<file path="config.mk">
export PLATFORM = sky130hd
export DESIGN_NAME = neuron_train_seq_flat
export DESIGN_NICKNAME = d
export VERILOG_FILES = /design/src/rtl/neuron_ctrl_pkg.sv /design/src/rtl/neuron_train_seq_if.sv /design/src/rtl/neuron_train_seq_sat_counter.sv /design/src/rtl/neuron_train_seq.sv /design/src/flat_wrapper.sv
export SDC_FILE = /design/constraint.sdc
export NUM_CORES = 1
export LEC_CHECK = 0
export ABC_AREA = 1
export BUFFER_PORTS_ARGS = -buffer_cell sky130_fd_sc_hd__clkbuf_2
export CORE_ASPECT_RATIO = 0.6
export CORE_UTILIZATION = 54
export CTS_BUF_LIST = sky130_fd_sc_hd__clkbuf_16
export CTS_CLUSTER_DIAMETER = 100
export DETAILED_ROUTE_END_ITERATION = 8
export GPL_ROUTABILITY_DRIVEN = 0
export PLACE_DENSITY = 0.84
export SKIP_CTS_REPAIR_TIMING = 1
export SYNTH_ARGS = -nofsm -noshare
export SYNTH_HDL_FRONTEND = slang
export SYNTH_SLANG_ARGS = --single-unit
</file>
<file path="constraint.sdc">
create_clock -name clk -period 2.2 [get_ports clk]
set_input_delay 0 -clock clk [delete_from_list [all_inputs] [get_ports clk]]
set_output_delay 0 -clock clk [all_outputs]
set_load 0.05 [all_outputs]
</file>
<file path="src/rtl/neuron_ctrl_pkg.sv">
// rtl/neuron_ctrl_pkg.sv - shared state encoding and default widths for the training sequencer
package neuron_ctrl_pkg;

  localparam int ADDR_W_DEF  = 4;
  localparam int EPOCH_W_DEF = 8;

  typedef enum logic [3:0] {
    IDLE,
    INIT,
    FETCH,
    LOAD,
    CALC,
    WAIT,
    UPDATE,
    NEXT,
    CHECK,
    FINISH
  } state_t;

endpackage

</file>
<file path="src/rtl/neuron_train_seq_if.sv">
// rtl/neuron_train_seq_if.sv - sequencer-to-datapath strobes and sample memory address
interface neuron_train_seq_if #(
  parameter int ADDR_W = 4
);

  logic [ADDR_W-1:0] mem_addr;
  logic              mem_rd;
  logic              ld_x;
  logic              clr_w;
  logic              calc_go;
  logic              calc_done;
  logic              y_eq_t;
  logic              ld_w;

  modport master (
    output mem_addr, mem_rd, ld_x, clr_w, calc_go, ld_w,
    input  calc_done, y_eq_t
  );

  modport slave (
    input  mem_addr, mem_rd, ld_x, clr_w, calc_go, ld_w,
    output calc_done, y_eq_t
  );

endinterface

</file>
<file path="src/rtl/neuron_train_seq_sat_counter.sv">
// rtl/neuron_train_seq_sat_counter.sv - clearable up-counter that sticks at all-ones
module sat_counter #(
  parameter int W = 4
) (
  input  logic         clk,
  input  logic         rst,
  input  logic         clr,
  input  logic         inc,
  output logic [W-1:0] q
);

  always_ff @(posedge clk) begin
    if (rst || clr) begin
      q <= '0;
    end else if (inc && (q != {W{1'b1}})) begin
      q <= q + 1'b1;
    end
  end

endmodule

</file>
<file path="src/rtl/neuron_train_seq.sv">
// rtl/neuron_train_seq.sv - epoch/sample sequencer driving the perceptron training datapath
module neuron_train_seq
  import neuron_ctrl_pkg::*;
#(
  parameter int ADDR_W  = ADDR_W_DEF,
  parameter int EPOCH_W = EPOCH_W_DEF
) (
  input  logic                clk,
  input  logic                rst,
  input  logic                start,
  input  logic                abort,
  input  logic [ADDR_W-1:0]   last_addr,
  input  logic [EPOCH_W-1:0]  max_epochs,
  neuron_train_seq_if.master  dp,
  output logic                busy,
  output logic                done,
  output logic                converged,
  output logic [EPOCH_W-1:0]  epoch_cnt,
  output logic [ADDR_W:0]     err_cnt
);

  state_t             state_q, state_d;
  logic [ADDR_W-1:0]  addr_q;
  logic [ADDR_W-1:0]  last_q;
  logic [EPOCH_W-1:0] max_q;
  logic [EPOCH_W-1:0] epoch_next;
  logic               aborting;
  logic               at_last;
  logic               clean_epoch;
  logic               limit_hit;
  logic               ep_clr, ep_inc, err_clr, err_inc;

  assign aborting    = abort && (state_q != IDLE);
  assign at_last     = (addr_q == last_q);
  assign clean_epoch = (err_cnt == '0);
  // Limit is judged against the count this CHECK is about to write.
  assign epoch_next  = (epoch_cnt == {EPOCH_W{1'b1}}) ? epoch_cnt : epoch_cnt + 1'b1;
  assign limit_hit   = (max_q != '0) && (epoch_next == max_q);

  always_ff @(posedge clk) begin
    if (rst) begin
      state_q <= IDLE;
    end else begin
      state_q <= state_d;
    end
  end

  always_comb begin
    state_d = state_q;
    case (state_q)
      IDLE:    if (start) state_d = INIT;
      INIT:    state_d = FETCH;
      FETCH:   state_d = LOAD;
      LOAD:    state_d = CALC;
      CALC:    state_d = WAIT;
      WAIT:    if (dp.calc_done) state_d = dp.y_eq_t ? NEXT : UPDATE;
      UPDATE:  state_d = NEXT;
      NEXT:    state_d = at_last ? CHECK : FETCH;
      CHECK:   state_d = (clean_epoch || limit_hit) ? FINISH : FETCH;
      FINISH:  state_d = IDLE;
      default: state_d = IDLE;
    endcase
    if (aborting) state_d = IDLE;
  end

  assign dp.mem_addr = addr_q;
  assign dp.mem_rd   = (state_q == FETCH);
  assign dp.ld_x     = (state_q == LOAD);
  assign dp.clr_w    = (state_q == INIT);
  assign dp.calc_go  = (state_q == CALC);
  assign dp.ld_w     = (state_q == UPDATE);
  assign busy        = (state_q != IDLE);
  assign done        = (state_q == FINISH);

  always_ff @(posedge clk) begin
    if (rst) begin
      addr_q    <= '0;
      last_q    <= '0;
      max_q     <= '0;
      converged <= 1'b0;
    end else if (aborting) begin
      converged <= 1'b0;
    end else begin
      case (state_q)
        INIT: begin
          addr_q    <= '0;
          last_q    <= last_addr;
          max_q     <= max_epochs;
          converged <= 1'b0;
        end
        NEXT: if (!at_last) addr_q <= addr_q + 1'b1;
        CHECK: begin
          if (clean_epoch) begin
            converged <= 1'b1;
          end else if (limit_hit) begin
            converged <= 1'b0;
          end else begin
            addr_q <= '0;
          end
        end
        default: ;
      endcase
    end
  end

  assign ep_clr  = !aborting && (state_q == INIT);
  assign ep_inc  = !aborting && (state_q == CHECK);
  assign err_inc = !aborting && (state_q == WAIT) && dp.calc_done && !dp.y_eq_t;
  assign err_clr = !aborting && ((state_q == INIT) ||
                                 ((state_q == CHECK) && !clean_epoch && !limit_hit));

  sat_counter #(.W(EPOCH_W)) u_epoch_cnt (
    .clk (clk),
    .rst (rst),
    .clr (ep_clr),
    .inc (ep_inc),
    .q   (epoch_cnt)
  );

  sat_counter #(.W(ADDR_W + 1)) u_err_cnt (
    .clk (clk),
    .rst (rst),
    .clr (err_clr),
    .inc (err_inc),
    .q   (err_cnt)
  );

endmodule

</file>
<file path="src/flat_wrapper.sv">
// flat-port wrapper written by rule: the top's interface ports become plain ports
module neuron_train_seq_flat import neuron_ctrl_pkg::*;
#(
  parameter int ADDR_W  = ADDR_W_DEF,
  parameter int EPOCH_W = EPOCH_W_DEF
)
  (clk, rst, start, abort, last_addr, max_epochs, busy, done, converged, epoch_cnt, err_cnt, dp_mem_addr, dp_mem_rd, dp_ld_x, dp_clr_w, dp_calc_go, dp_ld_w, dp_calc_done, dp_y_eq_t);
  neuron_train_seq_if #(.ADDR_W(ADDR_W)) dp_i ();
  input  logic clk;
  input  logic rst;
  input  logic start;
  input  logic abort;
  input  logic [ADDR_W-1:0] last_addr;
  input  logic [EPOCH_W-1:0] max_epochs;
  output logic busy;
  output logic done;
  output logic converged;
  output logic [EPOCH_W-1:0] epoch_cnt;
  output logic [ADDR_W:0] err_cnt;
  output wire logic [$bits(dp_i.mem_addr)-1:0] dp_mem_addr;
  output wire logic [$bits(dp_i.mem_rd)-1:0] dp_mem_rd;
  output wire logic [$bits(dp_i.ld_x)-1:0] dp_ld_x;
  output wire logic [$bits(dp_i.clr_w)-1:0] dp_clr_w;
  output wire logic [$bits(dp_i.calc_go)-1:0] dp_calc_go;
  output wire logic [$bits(dp_i.ld_w)-1:0] dp_ld_w;
  input wire logic [$bits(dp_i.calc_done)-1:0] dp_calc_done;
  input wire logic [$bits(dp_i.y_eq_t)-1:0] dp_y_eq_t;
  assign dp_mem_addr = dp_i.mem_addr;
  assign dp_mem_rd = dp_i.mem_rd;
  assign dp_ld_x = dp_i.ld_x;
  assign dp_clr_w = dp_i.clr_w;
  assign dp_calc_go = dp_i.calc_go;
  assign dp_ld_w = dp_i.ld_w;
  assign dp_i.calc_done = dp_calc_done;
  assign dp_i.y_eq_t = dp_y_eq_t;
  neuron_train_seq #(.ADDR_W(ADDR_W), .EPOCH_W(EPOCH_W)) u_core (.clk(clk), .rst(rst), .start(start), .abort(abort), .last_addr(last_addr), .max_epochs(max_epochs), .dp(dp_i), .busy(busy), .done(done), .converged(converged), .epoch_cnt(epoch_cnt), .err_cnt(err_cnt));
endmodule
</file>
### After elaboration in Yosys (flattened, before gate mapping)

Index checks and enable logic that the tools add are counted.

| operators by class | value |
|---|---|
| eq/ne operators | 20 |
| $add $sub $neg | 3 |
| bitwise operators | 1 |
| reduce and logical (&&, ||, !) cells | 31 |
| mux-type cells | 14 |

Operators by type and width:

| kind | count |
|---|---|
| 4-bit case mux with 9 select lines | 1 |
| 4-bit two-way mux | 7 |
| 4-bit by 3-bit == test with 1-bit output (second input constant) | 4 |
| 1-bit logical AND | 12 |
| 4-bit case mux with 3 select lines | 1 |
| 2-bit inequality test (second input constant) | 5 |
| 8-bit by 1-bit adder with 8-bit output (second input constant) | 1 |
| 4-bit by 2-bit == test with 1-bit output (second input constant) | 2 |
| 4-bit == test (second input constant) | 2 |
| 8-bit == test | 1 |
| 8-bit == test (second input constant) | 1 |
| 8-bit two-way mux | 1 |
| 8-bit inequality test (second input constant) | 1 |
| 8-bit nonzero test | 1 |
| 2-bit AND reduction | 3 |
| 5-bit by 1-bit adder with 5-bit output (second input constant) | 1 |
| 5-bit logical NOT | 1 |
| 5-bit inequality test (second input constant) | 1 |
| 5-bit AND reduction | 1 |
| 4-bit by 1-bit adder with 4-bit output (second input constant) | 1 |
| 4-bit by 1-bit == test with 1-bit output (second input constant) | 1 |
| 4-bit == test | 1 |
| 1-bit logical NOT | 4 |
| 4-bit logical NOT | 1 |
| other kinds (9) | 14 |

| storage, ports and cells | value |
|---|---|
| register bits after elaboration | 34 |
| logic and storage cells | 76 |
| output and inout port bits | 25 |
| input bits | 18 |

### Depth between registers and ports, before layout

Gate-level depths: netlist of the first run.

| depth | value |
|---|---|
| word-level depth | 9 |
| gate-level depth with buffers | 16 |

### Hierarchy

A second synthesis of the first run with hierarchy kept.

| second synthesis, totals | value |
|---|---|
| cell total of the unflattened synthesis | 331 |
| area, all modules | 2153.3 um2 |

Modules (own cells, without submodules):

| module | seq. area each (um2) | instances | area an instance (um2) | cells an instance |
|---|---|---|---|---|
| neuron_train_seq | 420.4 | 1 | 1450.1 | 229 |
| sat_counter (u_core.u_epoch_cnt) | 160.2 | 1 | 447.9 | 67 |
| sat_counter (u_core.u_err_cnt) | 100.1 | 1 | 255.2 | 35 |

### Worst setup path before layout of the first run

Ideal clock, no wire load.

| timing path | value |
|---|---|
| path kind | flip-flop to flip-flop |
| from | register u_core.u_epoch_cnt.q[1] |
| to | register u_core.u_err_cnt.q[1] |
| clock period less this slack | 2.177 ns |
| cell stages (with the launch flop) | 15 |
| data arrival time | 2.054 ns |
| setup slack | 0.023 ns |
| required time | 2.076 ns |
| setup time | 0.124 ns |
| cells stage by stage | dfxtp_1 -> ha_1 -> nand2_2 -> nor2_2 -> nand2_1 -> nand2_1 -> nand2_1 -> nand2_1 -> nand2_1 -> nand2_1 -> nor2_2 -> nand3_2 -> nand3_2 -> o21ai_2 -> nor2_1 |

| between the ends | value |
|---|---|
| cells in the longest elaborated chain, start to end | 9 |
| elaborated cells between the ends (all ways) | 10 |
| classes of those cells | add/sub: 1; eq/ne: 2; mux: 1; reduce/logical: 6 |

RTL lines:

| item | line | source |
|---|---|---|
| start: declaration | neuron_train_seq_sat_counter.sv:9 | `output logic [W-1:0] q` |
| start signal: assignment | neuron_train_seq_sat_counter.sv:16 | `q <= q + 1'b1;` |
| 8-bit by 1-bit adder with 8-bit output / 8-bit == test (equally long branches) | neuron_train_seq.sv:37 | `assign epoch_next = (epoch_cnt == {EPOCH_W{1'b1}}) ? epoch_cnt : epoch_cnt + 1'b1;` |
| 8-bit two-way mux * | neuron_train_seq.sv:37 |  |
| 8-bit == test * | neuron_train_seq.sv:38 | `assign limit_hit = (max_q != '0) && (epoch_next == max_q);` |
| 1-bit logical AND * | neuron_train_seq.sv:38 |  |
| 1-bit logical NOT * | neuron_train_seq.sv:110 | `((state_q == CHECK) && !clean_epoch && !limit_hit));` |
| 1-bit logical AND * | neuron_train_seq.sv:110 |  |
| 1-bit logical OR * | neuron_train_seq.sv:109 | `assign err_clr = !aborting && ((state_q == INIT) \|\|` |
| 1-bit logical AND * | neuron_train_seq.sv:109 |  |
| 1-bit logical OR * | neuron_train_seq_sat_counter.sv:13 | `if (rst \|\| clr) begin` |
| end signal: assignment | neuron_train_seq_sat_counter.sv:16 |  |
| end: declaration | neuron_train_seq_sat_counter.sv:9 |  |

Every way passes the cells marked *; elsewhere a longest branch is shown, timed or not.
A chain may end at the register's enable or synchronous reset.

### Worst setup path after layout of the first run

| timing path | value |
|---|---|
| from | register u_core.u_epoch_cnt.q[1] |
| to | register u_core.addr_q[1], in the netlist u_core.dp.mem_addr[1] |

| between the ends | value |
|---|---|
| cells in the longest elaborated chain, start to end | 6 |
| elaborated cells between the ends (all ways) | 7 |
| classes of those cells | add/sub: 1; eq/ne: 3; mux: 1; reduce/logical: 2 |

RTL lines:

| item | line | source |
|---|---|---|
| 8-bit by 1-bit adder with 8-bit output / 8-bit == test (equally long branches) | neuron_train_seq.sv:37 |  |
| 8-bit two-way mux * | neuron_train_seq.sv:37 |  |
| 8-bit == test * | neuron_train_seq.sv:38 |  |
| 1-bit logical AND * | neuron_train_seq.sv:38 |  |
| 2-bit inequality test (no line) * | - |  |
| 5-bit AND reduction (no line) * | - |  |
| end signal: assignment | neuron_train_seq.sv:91 | `NEXT: if (!at_last) addr_q <= addr_q + 1'b1;` |
| end: declaration | neuron_train_seq.sv:23 | `logic [ADDR_W-1:0] addr_q;` |

Marks and branches as above.

==> results by group, run 1 <==
Outcome
  • Status: complete, but fails checks
  • Failing checks: negative hold slack

GRT
  • Vias in the first global route: 1947
  • Grt total ovfl: 0
  • GRT Total Usage: 0.289
  • Pin count of the biggest net entering global routing: 20
  • Global-route wire length before repair: 8.85 mm
  • Initial antenna violation count: 0

Drt
  • WL final: 5.10 mm
  • Drt first pass iters: 5
  • DRT iter0 DRCs: 238
  • DRC: 0
  • Routed WL per cell: 12.8 um
  • Vias: 2111
  • Final ANT Viol Nets: 0
  • Vias/cell: 5.29

Logic synthesis
  • Compound-Gate Fraction of Synth Area: 0.148
  • Simple-Gate Fraction of Synth Area: 0.353
  • Top cell type's share of synthesized area: 0.334
  • Sequential cell area fraction in the yosys report: 0.334
  • Async set or reset register ratio after synthesis: 0
  • Syn Inst Count: 303
  • Syn Area/Cell: 6.72 um2
  • Ys flop type: dfxtp_1
  • Post-Syn Nets: 326
  • Xor and xnor fraction of the mapped netlist area: 0.0344
  • Synth warnings: 0
  • Unique masters post-synth: 34
  • Post-Synth Adder-Cell Area: 0.0307
  • List of most frequent post-synthesis cells: nand2_1, inv_1, dfxtp_1
  • Post-synth EDFFs: 0
  • Largest family of logic cells by synthesized area: simple AND/OR/NAND/NOR gates
  • Ranking of synthesized cells by area: dfxtp_1, nand2_1, inv_1
  • Most common cell in the netlist: nand2_1
  • Mux cell area share after synthesis: 0
  • Synthesized area: 0.00204 mm2
  • Yosys reg bits: 34
  • Area leader, netlist: dfxtp_1

Critical path
  • Reg2Reg Setup Slack: 240 ps
  • CP endpoint kind: flip-flop
  • Worst EP arrival: 2130 ps
  • Critical Path RT: 2370 ps
  • Crit Path Category: flip-flop to flip-flop
  • Crit-path max FO: 10
  • Worst Setup Start Kind: flip-flop

Min path
  • Hold Path Class: input port to flip-flop

Finish
  • Nets: 377
  • Final core occ: 0.724
  • Share of cells above drive strength 1: 0.243
  • Non-Filler Instances: 399
  • ANT cells: 0
  • Fill cell count: 295
  • Area growth syn-to-layout: 21.6%
  • Sequential cell area: 683 um2
  • Multi-input gate area: 0.00116 mm2

Die
  • # IOs: 43
  • # rows: 16
  • Core Region: 0.00342 mm2
  • Area of the die: 0.00403 mm2
  • Initial Util: 0.595
  • DIE WIDTH: 81.3 um
  • Die Ht: 49.6 um

Clock network
  • Worst-Skew Late Latency: 280 ps
  • Clock sinks: 34
  • H-tree Lvls: 2
  • CTS tree: done
  • Clk root buf: clkbuf_16
  • Total CTS buffers: 5
  • CTS Buffer Depth: 2
  • Clk slew on worst S/H paths: 50 ps

Timing
  • Tmin final: 1960 ps
  • # setup viols final: 0
  • Slew margin rel.: 0.774
  • Least-Margin Pin Slew: 339 ps
  • Final Skew: 6.10 ps
  • Final hold viol count: 4
  • Max Clk Rate: 509 MHz
  • Hold WS: -28.3 ps
  • Period utilisation layout: 0.892
  • Setup WS post-layout: 237 ps
  • Final Slew Violations: 0
  • Setup TNS: 0 ps
  • Setup repair after global routing missed its margin: no

Placed design
  • DP HPWL: 3.97 mm
  • Dpl ws: 198 ps
  • Placed Instances: 390
  • IO buf count: 42

Power and ir drop
  • Leakage power: 1.14 nW
  • VDD IR max: 0.449 mV
  • Pwr Density: 686 mW/mm2

Flow run
  • Max-Cap Viols: 0
worst max-delay path, cell delays in order, from the launching register on:
cell and delay, ps:
dfxtp_2 380, ha_1 200, nand2_2 100, nor2_2 150
nand2_4 110, nor2_2 100, nor2_1 40, nor2_1 110
nand2_1 70, nor2_2 110, nand4_1 100, nand4_2 170
nand2_1 80, nand2_1 60, nor2_1 40
path summary, 6_finish.rpt:
| path | from | endpoint | depth (start not counted) |
|---|---|---|---|
| worst max-delay path | u_core.u_epoch_cnt.q[1]$_SDFFE_PP0P_ | u_core.dp.mem_addr[1]$_SDFFE_PP0P_ | 14 |
| worst min-delay path | max_epochs[1] | u_core.max_q[1]$_SDFFE_PP0P_ | 3 |
| worst min register to register | u_core.converged$_SDFFE_PP0P_ | u_core.converged$_SDFFE_PP0P_ | 2 |
| worst max register to register | u_core.u_epoch_cnt.q[1]$_SDFFE_PP0P_ | u_core.dp.mem_addr[1]$_SDFFE_PP0P_ | 14 |
cell usage in the layout (no fill, tap or decap), drive strengths merged:
master	instances
buf	4
nor3	8
nand4	10
inv	50
dfxtp	34
xnor2	6
a211oi	2
clkinv	1
xor2	2
nand3	18
o21ai	21
or2	3
ha	5
clkbuf	47
nor4	1
o31ai	2
nand2	69
a31oi	1
nor2	41
a32oi	1
a21oi	25
o21bai	1
dlygate4sd3	2
report_power, final:
group	total [W]	leakage, nW	switching [W]	internal (W)
Clock	0.000646	0.0723	0.000243	0.000404
Sequential	0.000688	0.277	0.0000372	0.000651
Combinational	0.000366	0.789	0.000251	0.000115
Total	0.00170	1.14	0.000531	0.00117
kinds of logic (layout without fill, tap and decap cells):
kind of cell	count (synthesis)	count (layout)
adders and majority gates	5	5
and+or+nand+nor	150	150
buffers and inverters	53	104
xor gates and xnor gates	8	8
DFF	34	34
AOI/OAI and AO/OA	53	53
final cells by class:
cell class,count,area share
Multi-Input combinational cell,216,0.469
Timing Repair Buffer,48,0.105
Tap cell,45,0.0227
Clock buffer,5,0.0505
Sequential cell,34,0.276
Clock inverter,2,0.00303
Inverter,49,0.0742
sequential cells by signal, indices dropped and copies added, names as in the netlist:
name,cells
u_core.converged,1
u_core.dp.mem_addr,4
u_core.last_q,4
u_core.max_q,8
u_core.state_q,4
u_core.u_epoch_cnt.q,8
u_core.u_err_cnt.q,5
stage by stage:
stage	instance area, um2	power, W
floorplan	2040	0.000958
global placement	2310	0.00105
detailed placement	2310	0.00106
CTS	2450	0.00171
global route	2480	0.00178
finish	2480	0.00170
layer usage:
layer	track usage	wire length [um]	vias up	share of wire
li1	-	-	1079	-
met1	0.447	2610	944	0.51
met5	0	0	-	0
met2	0.390	2030	81	0.40
met3	0.0667	419	7	0.082
met4	0.0744	42	0	0.0082
Power figures use the tool's default switching activity.
==> run 2, diff against run 1 <==
ABC_AREA = 0   (was 1)
CORE_MARGIN = 8   (was unset)
CORE_UTILIZATION = 55   (was 54)
PLACE_DENSITY = 0.85   (was 0.84)
SYNTH_HIERARCHICAL = 1   (was unset)
==> run 2 against run 1 <==
Setup slack worse by 680 ps. Sequential power fell by 6.0%. Core utilization is 9.9 points higher. Count of clock-buffer cells in the layout stayed put. Critical endpoint is now u_core/u_err_cnt/q[1]$_SDFFE_PP0P_. Flip-flop and latch count unchanged. Maximum frequency fell by 26%. The flow finishes with violations (negative setup slack). Non-clock buffer count increased by 46. Combinational power decreased by 8.7%. Routed wire length grew 52%.
==> results by group, run 2 <==
Timing
  • Final Skew: 2.96 ps (-3.14 ps)
  • Slew margin rel.: 0.585 (-0.189)
  • Final Slew Violations: 0 (unchanged)
  • Period utilisation layout: 1.20 (+0.310)
  • Tmin final: 2640 ps (+682 ps)
  • # setup viols final: 14 (+14)
  • Setup repair after global routing missed its margin: yes
  • Setup WS post-layout: -445 ps (-682 ps)
  • Hold WS: 31.3 ps (+59.6 ps)
  • Final hold viol count: 0 (-4)
  • Max Clk Rate: 378 MHz (-26%)
  • Least-Margin Pin Slew: 620 ps (+281 ps)

Clock network
  • Worst-Skew Late Latency: 280 ps (about the same)
  • H-tree Lvls: 2 (unchanged)
  • Clk root buf: clkbuf_16
  • CTS tree: done
  • Clock sinks: 34 (unchanged)
  • CTS Buffer Depth: 2 (unchanged)
  • Clk slew on worst S/H paths: 50 ps (about the same)
  • Total CTS buffers: 5 (unchanged)

Finish
  • ANT cells: 0 (unchanged)
  • Most common cell after layout, fill and taps aside: nand2_1
  • Commonest non-fill, non-tap cells in the layout: nand2_1, clkbuf_2, buf_4, a21oi_1, dfxtp_1
  • Top flop regs: u_core/max_q x8, u_core/u_epoch_cnt/q x8, u_core/u_err_cnt/q x5
  • Final core occ: 0.823 (+0.0988)
  • Nets: 389 (+3.2%)
  • Non-Filler Instances: 414 (+3.8%)
  • Area growth syn-to-layout: 42.3%
  • Share of cells above drive strength 1: 0.362 (+0.119)

Critical path
  • Crit Path Category: flip-flop to flip-flop
  • Crit-path max FO: 7 (-3)
  • Worst Setup Start Kind: flip-flop
  • Crit-path cells: ha_4 > nand2_1 > o32ai_1 > a2111o_1 > a2111o_1 > or3_4 > and2_4 > nand2_4 > a21oi_2 > or2_4 > a21oi_2
  • CP endpoint kind: flip-flop
  • Max incr delay on CP: 430 ps (+50 ps)
  • CP Buf/Inv Count: 0 (unchanged)
  • Critical Path RT: 2420 ps (+50 ps)
  • Delay-heaviest family, CP: simple AND/OR/NAND/NOR gates
  • Slowest stage cell, crit path: a2111o_1
  • Worst EP arrival: 2860 ps (+730 ps)

Placed design
  • Placed Instances: 391 (+0.26%)
  • IO buf count: 42 (unchanged)
  • Dpl ws: -326 ps (-524 ps)
  • DP HPWL: 5.11 mm (+29%)

Logic synthesis
  • Post-synth EDFFs: 0 (unchanged)
  • Synth warnings: 6 (+6)
  • Ranking of synthesized cells by area: dfxtp_1, a21oi_1, nand2_1
  • Yosys reg bits: 34 (unchanged)
  • Synthesized area: 0.00214 mm2 (+5.0%)
  • Ys flop type: dfxtp_1
  • Top cell type's share of synthesized area: 0.318 (-0.0160)
  • Area leader, netlist: dfxtp_1
  • Syn Area/Cell: 7.75 um2 (+15%)
  • Unique masters post-synth: 57 (+68%)
  • Most common cell in the netlist: nand2_1
  • Syn Inst Count: 276 (-8.9%)
  • List of most frequent post-synthesis cells: nand2_1, a21oi_1, dfxtp_1
  • Async set or reset register ratio after synthesis: 0 (unchanged)
  • Sequential cell area fraction in the yosys report: 0.318 (-0.0160)
  • Post-Syn Nets: 299 (-8.3%)

Power and ir drop
  • Leakage power: 1.31 nW (+15%)
  • Switching portion of total power: 0.291 (-0.0209)
  • VDD IR max: 0.570 mV (+27%)
  • Comb pwr share: 0.201 (-0.014)
  • Seq pwr share: 0.390 (-0.015)
  • Clock power share: 0.409 (+0.029)
  • Net switching power: 0.000484 W (-8.9%)
  • Overall power: 0.00166 W (-2.4%)
  • Internal power: 0.00118 W (+0.60%)
  • Pwr Density: 545 mW/mm2 (-21%)

GRT
  • Initial antenna violation count: 0 (unchanged)
  • Grt total ovfl: 0 (unchanged)
  • GRT Total Usage: 0.228 (-0.0608)
  • Vias in the first global route: 2383 (+22%)
  • Global-route wire length before repair: 11.3 mm (+27%)
  • Pin count of the biggest net entering global routing: 21 (+5.0%)

Drt
  • Routed WL per cell: 18.7 um (+47%)
  • Final ANT Viol Nets: 0 (unchanged)
  • WL final: 7.76 mm (+52%)
  • Vias: 2624 (+24%)
  • DRT iter0 DRCs: 423 (+78%)
  • DRC: 0 (unchanged)
  • Drt first pass iters: 6 (+1)
  • Vias/cell: 6.34 (+20%)

Die
  • Core Region: 0.00370 mm2 (+8.1%)
  • Area of the die: 0.00621 mm2 (+54%)
  • # rows: 17 (+1)
  • DIE WIDTH: 96.5 um (+19%)
  • Initial Util: 0.578 (-0.0169)
  • # IOs: 43 (unchanged)
  • Die Ht: 64.3 um (+30%)

Min path
  • Hold Path Class: input port to flip-flop

Flow run
  • Max-Cap Viols: 0 (unchanged)

Outcome
  • Status: complete, but fails checks
  • Failing checks: negative setup slack
[run 2: area by class of cell]
class	count	area (um2)
clock inverters	3	15.0
well taps	47	58.8
flip-flops and latches	34	707
repair buffers	94	631
inverters	5	18.8
multi-input cells	226	1490
clock buffers	5	125
fillers	208	657
[run 2: path summary, 6_finish.rpt]
check | startpoint | to | slack [ps] | depth (start not counted)
min | dp_calc_done | u_core/state_q[0]$_SDFFE_PP0P_ | 30 | 3
max | u_core/u_epoch_cnt/q[0]$_SDFFE_PP0P_ | u_core/u_err_cnt/q[1]$_SDFFE_PP0P_ | -440 | 11
max reg2reg | u_core/u_epoch_cnt/q[0]$_SDFFE_PP0P_ | u_core/u_err_cnt/q[1]$_SDFFE_PP0P_ | -440 | 11
min reg2reg | u_core/last_q[2]$_SDFFE_PP0P_ | u_core/last_q[2]$_SDFFE_PP0P_ | 470 | 2
[run 2: metrics by stage]
stage               area (um2)  setup TNS (ps)
global route              3040           -5290
finish                    3040           -4830
floorplan                 2210           -2760
detailed placement        2690           -3170
global placement          2690           -2080
CTS                       2830           -4320
[run 2: power by group through the flow]
stage               combinational (W)  clock [W]  sequential, W
global placement             0.000286          0       0.000657
finish                       0.000334   0.000679       0.000647
global route                 0.000354   0.000713       0.000649
floorplan                    0.000188          0       0.000662
detailed placement           0.000292          0       0.000658
CTS                          0.000299   0.000676       0.000645
[run 2: kinds of logic (layout without fill, tap and decap cells)]
| logic type | count (synthesis) | after routing | share of synthesized area |
|---|---|---|---|
| compound gates | 64 | 64 | 0.183 |
| xor+xnor | 13 | 13 | 0.0532 |
| fa+ha+maj | 5 | 5 | 0.0292 |
| buf+inv | 16 | 107 | 0.0374 |
| flops | 34 | 34 | 0.318 |
| mux | 7 | 7 | 0.0327 |
| simple gates | 137 | 137 | 0.346 |
[run 2: per-layer routing]
metal,global-route usage,vias up,share of wire
met3,0.0664,57,0.13
met5,0,-,0
li1,-,1175,-
met1,0.305,1158,0.38
met4,0.111,0,0.046
met2,0.325,234,0.44
[run 2: worst register-to-register path: stages, from the launching register on]
cell	delay, ps
dfxtp_4	360
ha_4	190
nand2_1	90
o32ai_1	70
a2111o_1	430
a2111o_1	340
or3_4	410
and2_4	170
nand2_4	80
a21oi_2	60
or2_4	270
a21oi_2	110
